[src/rtl/bus_arbiter_split_pkg.sv]
// Shared types and helpers for the split-capable system-bus arbiter.
package bus_arb_pkg;

    typedef enum logic [1:0] {
        ARB_IDLE     = 2'd0,
        ARB_GRANT    = 2'd1,
        ARB_HANDOVER = 2'd2
    } arb_state_t;

    localparam int MAX_MASTERS = 8;
    localparam int MAX_SLAVES  = 8;

    // Index width that never collapses to zero bits for a single-entry set.
    function automatic int idx_w(input int n);
        return (n > 1) ? $clog2(n) : 1;
    endfunction

endpackage

[src/rtl/bus_arbiter_split_if.sv]
// Arbitration signals between masters, slaves, address decoder and the arbiter.
interface bus_arbiter_split_if
    import bus_arb_pkg::*;
#(
    parameter int NUM_MASTERS = 2,
    parameter int NUM_SLAVES  = 4
) ();

    logic [NUM_MASTERS-1:0]          breq;
    logic [idx_w(NUM_SLAVES)-1:0]    sel_slave;
    logic [NUM_SLAVES-1:0]           slave_split;
    logic [NUM_SLAVES-1:0]           split_release;
    logic [NUM_MASTERS-1:0]          bgrant;
    logic [NUM_MASTERS-1:0]          split;
    logic [idx_w(NUM_MASTERS)-1:0]   owner;
    logic                            owner_valid;
    logic                            hold_timeout;

    // Bus side: masters, slaves and decoder drive requests and split events.
    modport master (
        output breq, sel_slave, slave_split, split_release,
        input  bgrant, split, owner, owner_valid, hold_timeout
    );

    // Arbiter side: answers requests with grants and split status.
    modport slave (
        input  breq, sel_slave, slave_split, split_release,
        output bgrant, split, owner, owner_valid, hold_timeout
    );

endinterface

[src/rtl/bus_arbiter_split_rr_picker.sv]
// Combinational picker: first set bit of req, either from index 0 or
// rotating from start_idx with wrap-around.
module rr_picker
    import bus_arb_pkg::*;
#(
    parameter int N  = 2,
    parameter int IW = idx_w(N)
) (
    input  logic [N-1:0]  req,
    input  logic [IW-1:0] start_idx,
    input  logic          rr_en,
    output logic          found,
    output logic [IW-1:0] idx
);

    logic [IW-1:0] cand;

    always_comb begin
        found = 1'b0;
        idx   = '0;
        cand  = '0;
        for (int i = 0; i < N; i++) begin
            cand = rr_en ? IW'((int'(start_idx) + i) % N) : IW'(i);
            if (!found && req[cand]) begin
                found = 1'b1;
                idx   = cand;
            end
        end
    end

endmodule

[src/rtl/bus_arbiter_split.sv]
// Bus arbiter for NUM_MASTERS masters with round-robin/fixed priority,
// split-transaction parking/resume and an optional contention hold limit.
module bus_arbiter_split
    import bus_arb_pkg::*;
#(
    parameter int NUM_MASTERS = 2,
    parameter int NUM_SLAVES  = 4,
    parameter bit RR_EN       = 1'b1,
    parameter int MAX_HOLD    = 0
) (
    input  logic                clk,
    input  logic                rst,
    bus_arbiter_split_if.slave  bus
);

    localparam int MW = idx_w(NUM_MASTERS);
    localparam int SW = idx_w(NUM_SLAVES);
    localparam int HW = idx_w(MAX_HOLD + 1);
    localparam logic [HW-1:0] HOLD_LAST = (MAX_HOLD > 0) ? HW'(MAX_HOLD - 1) : '0;
    localparam logic [MW-1:0] LAST_IDX  = MW'(NUM_MASTERS - 1);

    if (NUM_MASTERS < 2 || NUM_MASTERS > MAX_MASTERS) begin : g_bad_masters
        $error("bus_arbiter_split: NUM_MASTERS out of range");
    end
    if (NUM_SLAVES < 1 || NUM_SLAVES > MAX_SLAVES) begin : g_bad_slaves
        $error("bus_arbiter_split: NUM_SLAVES out of range");
    end

    arb_state_t             state, state_nxt;
    logic [NUM_MASTERS-1:0] bgrant, bgrant_nxt;
    logic [NUM_MASTERS-1:0] split_pending, split_pending_nxt;
    logic [NUM_MASTERS-1:0] resume, resume_nxt;
    logic [SW-1:0]          split_slave     [NUM_MASTERS];
    logic [SW-1:0]          split_slave_nxt [NUM_MASTERS];
    logic [MW-1:0]          owner, owner_nxt;
    logic [MW-1:0]          last_owner, last_owner_nxt;
    logic                   owner_valid, owner_valid_nxt;
    logic                   hold_timeout, hold_timeout_nxt;
    logic [HW-1:0]          hold_cnt, hold_cnt_nxt;

    logic [NUM_MASTERS-1:0] eligible;
    logic [NUM_MASTERS-1:0] released;
    logic [MW-1:0]          rr_start;
    logic                   res_found, elg_found;
    logic [MW-1:0]          res_idx, elg_idx, winner;
    logic                   split_hit;
    logic                   contended;

    assign eligible  = bus.breq & ~split_pending;
    assign rr_start  = (last_owner == LAST_IDX) ? '0 : last_owner + MW'(1);
    assign split_hit = bus.slave_split[bus.sel_slave];
    assign contended = |(eligible & ~bgrant);
    assign winner    = res_found ? res_idx : elg_idx;

    // Releases look only at entries recorded before this edge.
    always_comb begin
        released = '0;
        for (int m = 0; m < NUM_MASTERS; m++) begin
            released[m] = split_pending[m] & bus.split_release[split_slave[m]];
        end
    end

    rr_picker #(.N(NUM_MASTERS), .IW(MW)) u_pick_resume (
        .req       (resume & eligible),
        .start_idx ('0),
        .rr_en     (1'b0),
        .found     (res_found),
        .idx       (res_idx)
    );

    rr_picker #(.N(NUM_MASTERS), .IW(MW)) u_pick_eligible (
        .req       (eligible),
        .start_idx (rr_start),
        .rr_en     (RR_EN),
        .found     (elg_found),
        .idx       (elg_idx)
    );

    always_ff @(posedge clk or posedge rst) begin
        if (rst) begin
            state         <= ARB_IDLE;
            bgrant        <= '0;
            split_pending <= '0;
            resume        <= '0;
            owner         <= '0;
            last_owner    <= LAST_IDX;
            owner_valid   <= 1'b0;
            hold_timeout  <= 1'b0;
            hold_cnt      <= '0;
            for (int m = 0; m < NUM_MASTERS; m++) split_slave[m] <= '0;
        end else begin
            state         <= state_nxt;
            bgrant        <= bgrant_nxt;
            split_pending <= split_pending_nxt;
            resume        <= resume_nxt;
            owner         <= owner_nxt;
            last_owner    <= last_owner_nxt;
            owner_valid   <= owner_valid_nxt;
            hold_timeout  <= hold_timeout_nxt;
            hold_cnt      <= hold_cnt_nxt;
            for (int m = 0; m < NUM_MASTERS; m++) split_slave[m] <= split_slave_nxt[m];
        end
    end

    always_comb begin
        state_nxt         = state;
        bgrant_nxt        = bgrant;
        owner_nxt         = owner;
        owner_valid_nxt   = owner_valid;
        last_owner_nxt    = last_owner;
        hold_timeout_nxt  = 1'b0;
        hold_cnt_nxt      = hold_cnt;
        split_pending_nxt = split_pending & ~released;
        resume_nxt        = resume | released;
        for (int m = 0; m < NUM_MASTERS; m++) split_slave_nxt[m] = split_slave[m];

        case (state)
            ARB_IDLE: begin
                if (elg_found) begin
                    bgrant_nxt         = '0;
                    bgrant_nxt[winner] = 1'b1;
                    owner_nxt          = winner;
                    owner_valid_nxt    = 1'b1;
                    last_owner_nxt     = winner;
                    resume_nxt[winner] = 1'b0;
                    hold_cnt_nxt       = '0;
                    state_nxt          = ARB_GRANT;
                end
            end
            ARB_GRANT: begin
                if (split_hit) begin
                    split_pending_nxt[owner] = 1'b1;
                    split_slave_nxt[owner]   = bus.sel_slave;
                    bgrant_nxt               = '0;
                    owner_valid_nxt          = 1'b0;
                    state_nxt                = ARB_HANDOVER;
                end else if (!bus.breq[owner]) begin
                    bgrant_nxt      = '0;
                    owner_valid_nxt = 1'b0;
                    state_nxt       = ARB_HANDOVER;
                end else if (MAX_HOLD != 0 && hold_cnt == HOLD_LAST && contended) begin
                    bgrant_nxt       = '0;
                    owner_valid_nxt  = 1'b0;
                    hold_timeout_nxt = 1'b1;
                    state_nxt        = ARB_HANDOVER;
                end else if (hold_cnt != HOLD_LAST) begin
                    // Saturate so an uncontended owner is never cut off.
                    hold_cnt_nxt = hold_cnt + HW'(1);
                end
            end
            ARB_HANDOVER: begin
                state_nxt = ARB_IDLE;
            end
            default: begin
                state_nxt       = ARB_IDLE;
                bgrant_nxt      = '0;
                owner_valid_nxt = 1'b0;
            end
        endcase
    end

    assign bus.bgrant       = bgrant;
    assign bus.split        = split_pending;
    assign bus.owner        = owner;
    assign bus.owner_valid  = owner_valid;
    assign bus.hold_timeout = hold_timeout;

endmodule

[src/flat_wrapper.sv]
// flat-port wrapper written by rule: the top's interface ports become plain ports
module bus_arbiter_split_flat import bus_arb_pkg::*;
#(
    parameter int NUM_MASTERS = 2,
    parameter int NUM_SLAVES  = 4,
    parameter bit RR_EN       = 1'b1,
    parameter int MAX_HOLD    = 0
)
  (clk, rst, bus_breq, bus_sel_slave, bus_slave_split, bus_split_release, bus_bgrant, bus_split, bus_owner, bus_owner_valid, bus_hold_timeout);
  bus_arbiter_split_if #(.NUM_MASTERS(NUM_MASTERS), .NUM_SLAVES(NUM_SLAVES)) bus_i ();
  input  logic clk;
  input  logic rst;
  input wire logic [$bits(bus_i.breq)-1:0] bus_breq;
  input wire logic [$bits(bus_i.sel_slave)-1:0] bus_sel_slave;
  input wire logic [$bits(bus_i.slave_split)-1:0] bus_slave_split;
  input wire logic [$bits(bus_i.split_release)-1:0] bus_split_release;
  output wire logic [$bits(bus_i.bgrant)-1:0] bus_bgrant;
  output wire logic [$bits(bus_i.split)-1:0] bus_split;
  output wire logic [$bits(bus_i.owner)-1:0] bus_owner;
  output wire logic [$bits(bus_i.owner_valid)-1:0] bus_owner_valid;
  output wire logic [$bits(bus_i.hold_timeout)-1:0] bus_hold_timeout;
  assign bus_i.breq = bus_breq;
  assign bus_i.sel_slave = bus_sel_slave;
  assign bus_i.slave_split = bus_slave_split;
  assign bus_i.split_release = bus_split_release;
  assign bus_bgrant = bus_i.bgrant;
  assign bus_split = bus_i.split;
  assign bus_owner = bus_i.owner;
  assign bus_owner_valid = bus_i.owner_valid;
  assign bus_hold_timeout = bus_i.hold_timeout;
  bus_arbiter_split #(.NUM_MASTERS(NUM_MASTERS), .NUM_SLAVES(NUM_SLAVES), .RR_EN(RR_EN), .MAX_HOLD(MAX_HOLD)) u_core (.clk(clk), .rst(rst), .bus(bus_i));
endmodule
[config.mk]
export PLATFORM = sky130hd
export DESIGN_NAME = bus_arbiter_split_flat
export DESIGN_NICKNAME = d
export VERILOG_FILES = /design/src/rtl/bus_arbiter_split_pkg.sv /design/src/rtl/bus_arbiter_split_if.sv /design/src/rtl/bus_arbiter_split_rr_picker.sv /design/src/rtl/bus_arbiter_split.sv /design/src/flat_wrapper.sv
export SDC_FILE = /design/constraint.sdc
export NUM_CORES = 1
export LEC_CHECK = 0
export BUFFER_PORTS_ARGS = -buffer_cell sky130_fd_sc_hd__buf_4
export CORE_AREA = 2 2 41 43
export CTS_BUF_LIST = sky130_fd_sc_hd__clkbuf_4 sky130_fd_sc_hd__clkbuf_8
export DETAILED_ROUTE_END_ITERATION = 16
export DIE_AREA = 0 0 43 45
export GPL_TIMING_DRIVEN = 1
export PLACE_DENSITY_LB_ADDON = 0.25
export SETUP_SLACK_MARGIN = 0.2
export SLEW_MARGIN = 0
export SYNTH_ARGS = -nofsm -noshare
export SYNTH_HDL_FRONTEND = slang
export SYNTH_SLANG_ARGS = --single-unit
[constraint.sdc]
create_clock -name clk -period 2.1 [get_ports clk]
set_clock_uncertainty 0.15 [all_clocks]
set_input_delay 0.42 -clock clk [delete_from_list [all_inputs] [get_ports clk]]
set_output_delay 0.42 -clock clk [all_outputs]
set_load 0.05 [all_outputs]
## After elaboration in Yosys (flattened, before gate mapping)

Index checks and enable logic that the tools add are counted.

| cells by class | value |
|---|---|
| add/sub/neg operators | 2 |
| order comparisons | 11 |
| equality and inequality tests | 4 |
| multiplexer cells | 44 |
| bitwise operators | 13 |
| reductions and logical operators | 12 |

Operator list:

| kind | number |
|---|---|
| two-way mux 1 bit | 23 |
| two-way mux 2 bit | 11 |
| < comparator 2 x 3 -> 1 bit, second input constant | 3 |
| AND 2 bit | 4 |
| < comparator 1 x 2 -> 1 bit, second input constant | 4 |
| binary-select mux 1 bit (select 2 bit) | 3 |
| NOT 2 bit | 3 |
| case mux 2 bit (3 select lines) | 1 |
| AND reduction 2 bit | 3 |
| logical AND 1 bit | 5 |
| bitwise mux 4 bit | 1 |
| bitwise OR 2 bit | 2 |
| case mux 2 bit (2 select lines) | 1 |
| inequality test 3 x 2 -> 1 bit, second input constant | 1 |
| case mux 1 bit (3 select lines) | 1 |
| AND reduction 3 bit | 1 |
| adder 1 bit, second input constant | 2 |
| AND 1 bit | 2 |
| demux 1 bit (select 1 bit) | 2 |
| demux 2 bit (select 1 bit) | 1 |
| == test 2 x 1 -> 1 bit, second input constant | 1 |
| == test 2 bit, second input constant | 1 |
| greater-or-equal comparator 1 bit, second input constant | 2 |
| greater-or-equal comparator 2 bit, second input constant | 1 |
| other kinds (6) | 7 |

| word-level totals | value |
|---|---|
| register bits after elaboration | 15 |
| input bits | 14 |
| output and inout bits | 7 |
| logic and storage cells | 95 |

## Longest topological paths before layout

| depth | value |
|---|---|
| depth after elaboration | 17 |
| mapped depth | 4 |
| depth with buffers taken out | 4 |

## By module

Synthesis repeated with hierarchy kept, for this count alone.

| second synthesis, totals | value |
|---|---|
| cell total of the unflattened synthesis | 73 |
| area, all modules | 809.5 µm² |

Modules (own cells, without submodules):

| module | instances | cells each | area each (µm²) | seq. area each (µm²) |
|---|---|---|---|---|
| bus_arbiter_split | 1 | 67 | 774.5 | 376.6 |
| rr_picker | 2 | 3 | 17.5 | 0.0 |

## Worst setup path before layout

Ideal clock, no wire load.

| timing | value |
|---|---|
| path type | input-to-reg |
| start | in bus_sel_slave[0] |
| end | reg u_core.split_slave[0] (netlist bit) |
| library setup time | 0.127 ns |
| arrival | 1.504 ns |
| data required time | 1.823 ns |
| slack | 0.319 ns |
| stages | 4 |
| buffers on the path | 0 |
| cells stage by stage | mux2i_1 > mux2_4 > or3b_4 > mux2_1 |

| on the way | value |
|---|---|
| word-level cells in the longest chain between the ends | 3 |
| elaborated cells on any way between the ends | 4 |
| those cells by class | mux (3); reduce/logical (1) |

RTL lines:

| what | line | RTL |
|---|---|---|
| start, declared | flat_wrapper.sv:14 | `input wire logic [$bits(bus_i.sel_slave)-1:0] bus_sel_slave;` |
| binary-select mux 1 bit (select 2 bit) | bus_arbiter_split.sv:51 | `assign split_hit = bus.slave_split[bus.sel_slave];` |
| two-way mux 1 bit (not written as such) | bus_arbiter_split.sv:51 |  |
| AND reduction 2 bit (no line) | n/a |  |
| end, declared | bus_arbiter_split.sv:33 | `logic [SW-1:0] split_slave [NUM_MASTERS];` |

Several ways; a longest one is shown, not always the timed one. The select of a mux whose other input is x is not followed.
A chain may end at the register's enable or synchronous reset.

## Worst setup path in the final report

Same ends and word-level chain as after synthesis.

==> metrics.cfg <==
[run_status]
status = finished, final reports clean

[critical_path]
r2r_setup_slack_ns = 0.49
critPathKind = input pin to flip-flop
worstReg2RegStart = u_core.state[1]
worstReg2RegEnd = u_core.split_slave[0]
crit_arrival_ns = 1.68
cp-startpoint = bus_sel_slave[0]
cp_data_required_time_ns = 2.12
critical_path_peak_fanout = 5
start_kind = input pin
ff2ff_path_depth = 3
end_kind = flip-flop

[final_layout]
final_util_pct = 61.73
n_antenna_cell = 0
nNetsFinal = 101
final_layout_size_suffix_gt1_share_pct = 34.88
final.fill_count = 130
area_delta_synth_final_pct = 25.61

[yosys]
ys_ff_latch = 15
synth_area_per_cell_sq_um = 11.30
netlist_instances = 64
synth_nets = 78
synth_top_area_cell = dfrtp_1
ys_types = 25
yosys_warnings = 0
synth_area_sq_um = 723.2
synthTopCellsByArea = dfrtp_1 48%, mux4_2 6.2%, mux2i_1 4.2%, dfstp_2 3.6%, inv_1 3.6%
yosysTopAreaCellShare_pct = 48.44
ys_seq_area_share_pct = 52.08

[route]
ant_nets = 0
route.detailed.drc = 0
vias_per_cell = 5.235
drt_iter0_markers = 8
drt_wl_total_mm = 1.283
first_pass_iters = 4
post_drt_wl_per_cell_um = 12.58
num_vias = 534

[placement]
numPortBuffers = 19
hpwlAfterDp_um = 987
gp_congestion = 0.7515

[grt]
use_met3_pct = 3.200
grt_usage_pct = 15.66
grt_pass1_wl_mm = 2.187
top_usage_layer = met2
grt_max_degree = 16
first_global_vias = 510
overflow = 0
antenna_found_initial = 0
met1_usage_pct = 22.25
met2_usage_pct = 22.42

[cts]
clk_path_buf_depth = 2
postCtsHoldBufs = 0
htree_levels = 1
clk_pin_slew_ns = 0.08
cts_tree = built
post_cts_resized = 0
cts_made_buffers = 3
cts_root_buffer = clkbuf_4
cts_setup_buffers = 0
cts_sinks = 15
clkLatencyLatePin_ns = 0.28

[power]
total_power_mw = 1.333
vdd_ir_drop_max_mv = 0.6631
leakage_nw = 0.4551
power_density_nw_per_um2 = 1467

[worst_hold_path]
hp-class = input pin to async pin

[timing]
slew_violations = 0
finalCritPeriodShare_pct = 79.17
fin_setup_tns_ns = 0
relSlewSlack_pct = 62.65
setup-violations-final = 0
min_period_ns = 1.663
holdWs_ns = 0.03286
grt_setup_unrepaired = false
max_freq_mhz = 601.5
worst_pin_slew_ns = 0.5596
hold_viol = 0

[floorplanning]
ioPinCount = 21
initial_core_util_pct = 49.15
row_count = 14
core_area_sq_um = 1471
die_y_um = 45
dieArea_sq_um = 1935
die_w_um = 43

[flow_run]
drv_cap = 0

-- worst max-delay path, cell delays in order --
cell,delay (ns)
buf_4,0.13
mux2i_1,0.11
mux2_4,0.29
or3b_4,0.41
mux2_1,0.32
-- Yosys cell counts --
cell type / count
nor2b_1: 1
nand2_1: 7
a21o_1: 1
mux4_2: 2
o211ai_1: 1
mux2_1: 2
dfstp_2: 1
or3b_4: 1
nor2_1: 2
mux2i_1: 3
buf_4: 1
a2111o_1: 1
mux2_4: 1
a2bb2oi_1: 1
dfrtp_1: 14
or3_1: 1
conb_1: 1
o21ai_0: 5
a21boi_0: 1
and2_1: 1
a211o_1: 1
nand2b_1: 3
a21oi_1: 3
mux2_2: 2
inv_1: 7
-- state kept, by name, summed over array words and instances, names as in the netlist --
| name | flops |
|---|---|
| u_core.resume | 2 |
| u_core.split_slave | 4 |
| u_core.bus.owner | 1 |
| u_core.last_owner | 1 |
| u_core.bus.owner_valid | 1 |
| u_core.state | 2 |
| u_core.bus.split | 2 |
| u_core.bus.bgrant | 2 |
-- metal layers --
layer	share of wire, %	vias up
met1	49	246
li1	-	263
met3	6.5	5
met4	2.7	0
met2	42	20
met5	0	-
-- placed cells by master (no fill, tap or decap) --
| cell | instances |
|---|---|
| a2111o_1 | 1 |
| a211o_1 | 1 |
| a21boi_0 | 1 |
| a21o_1 | 1 |
| a21oi_1 | 3 |
| a2bb2oi_1 | 1 |
| and2_1 | 1 |
| buf_4 | 19 |
| clkbuf_4 | 4 |
| conb_1 | 1 |
| dfrtp_1 | 14 |
| dfstp_2 | 1 |
| inv_1 | 7 |
| mux2_1 | 2 |
| mux2_2 | 2 |
| mux2_4 | 1 |
| mux2i_1 | 3 |
| mux4_2 | 2 |
| nand2_1 | 7 |
| nand2b_1 | 3 |
| nor2_1 | 2 |
| nor2b_1 | 1 |
| o211ai_1 | 1 |
| o21ai_0 | 5 |
| or3_1 | 1 |
| or3b_4 | 1 |
-- metrics by stage --
step / area [sq um] / std cells / worst slack, ns
after floorplan: 723.2 / 64 / 0.3186
after global placement: 878.3 / 98 / 0.1629
after detailed placement: 878.3 / 98 / 0.1275
after CTS: 908.4 / 102 / 0.4298
after global routing: 908.4 / 102 / 0.4005
final: 908.4 / 102 / 0.4374
-- power breakdown --
| group | switching, mW | total [mW] | internal (mW) |
|---|---|---|---|
| clock network | 0.0891 | 0.176 | 0.0867 |
| registers | 0.108 | 0.537 | 0.429 |
| logic | 0.361 | 0.620 | 0.259 |
-- cell type report --
| type | instances | area (sq um) | share of cell area, % |
|---|---|---|---|
| well taps | 16 | 20.02 | 2.204 |
| inverters | 7 | 26.28 | 2.893 |
| repair buffers | 19 | 142.6 | 15.70 |
| flip-flops and latches | 15 | 376.6 | 41.46 |
| clock buffers | 4 | 30.03 | 3.306 |
| multi-input cells | 41 | 312.8 | 34.44 |
-- worst max path at each step --
| stage | end | slack [ns] | depth (start not counted) |
|---|---|---|---|
| final | u_core.split_slave[0] | 0.44 | 5 |
| after detailed placement | u_core.split_slave[0] | 0.13 | 5 |
| after global placement | u_core.split_slave[0] | 0.16 | 5 |
| after global routing | u_core.split_slave[0] | 0.40 | 5 |
| after CTS | u_core.split_slave[0] | 0.43 | 5 |
| after floorplan | u_core.split_slave[0] | 0.32 | 4 |
-- kinds of logic after synthesis --
group           share of synthesized area, %
flops                                  52.08
mux                                    18.68
other cells                           0.5185
simple gates                           11.42
buf+inv                                4.672
compound gates                         12.63
(Power assumes the default switching activity.)
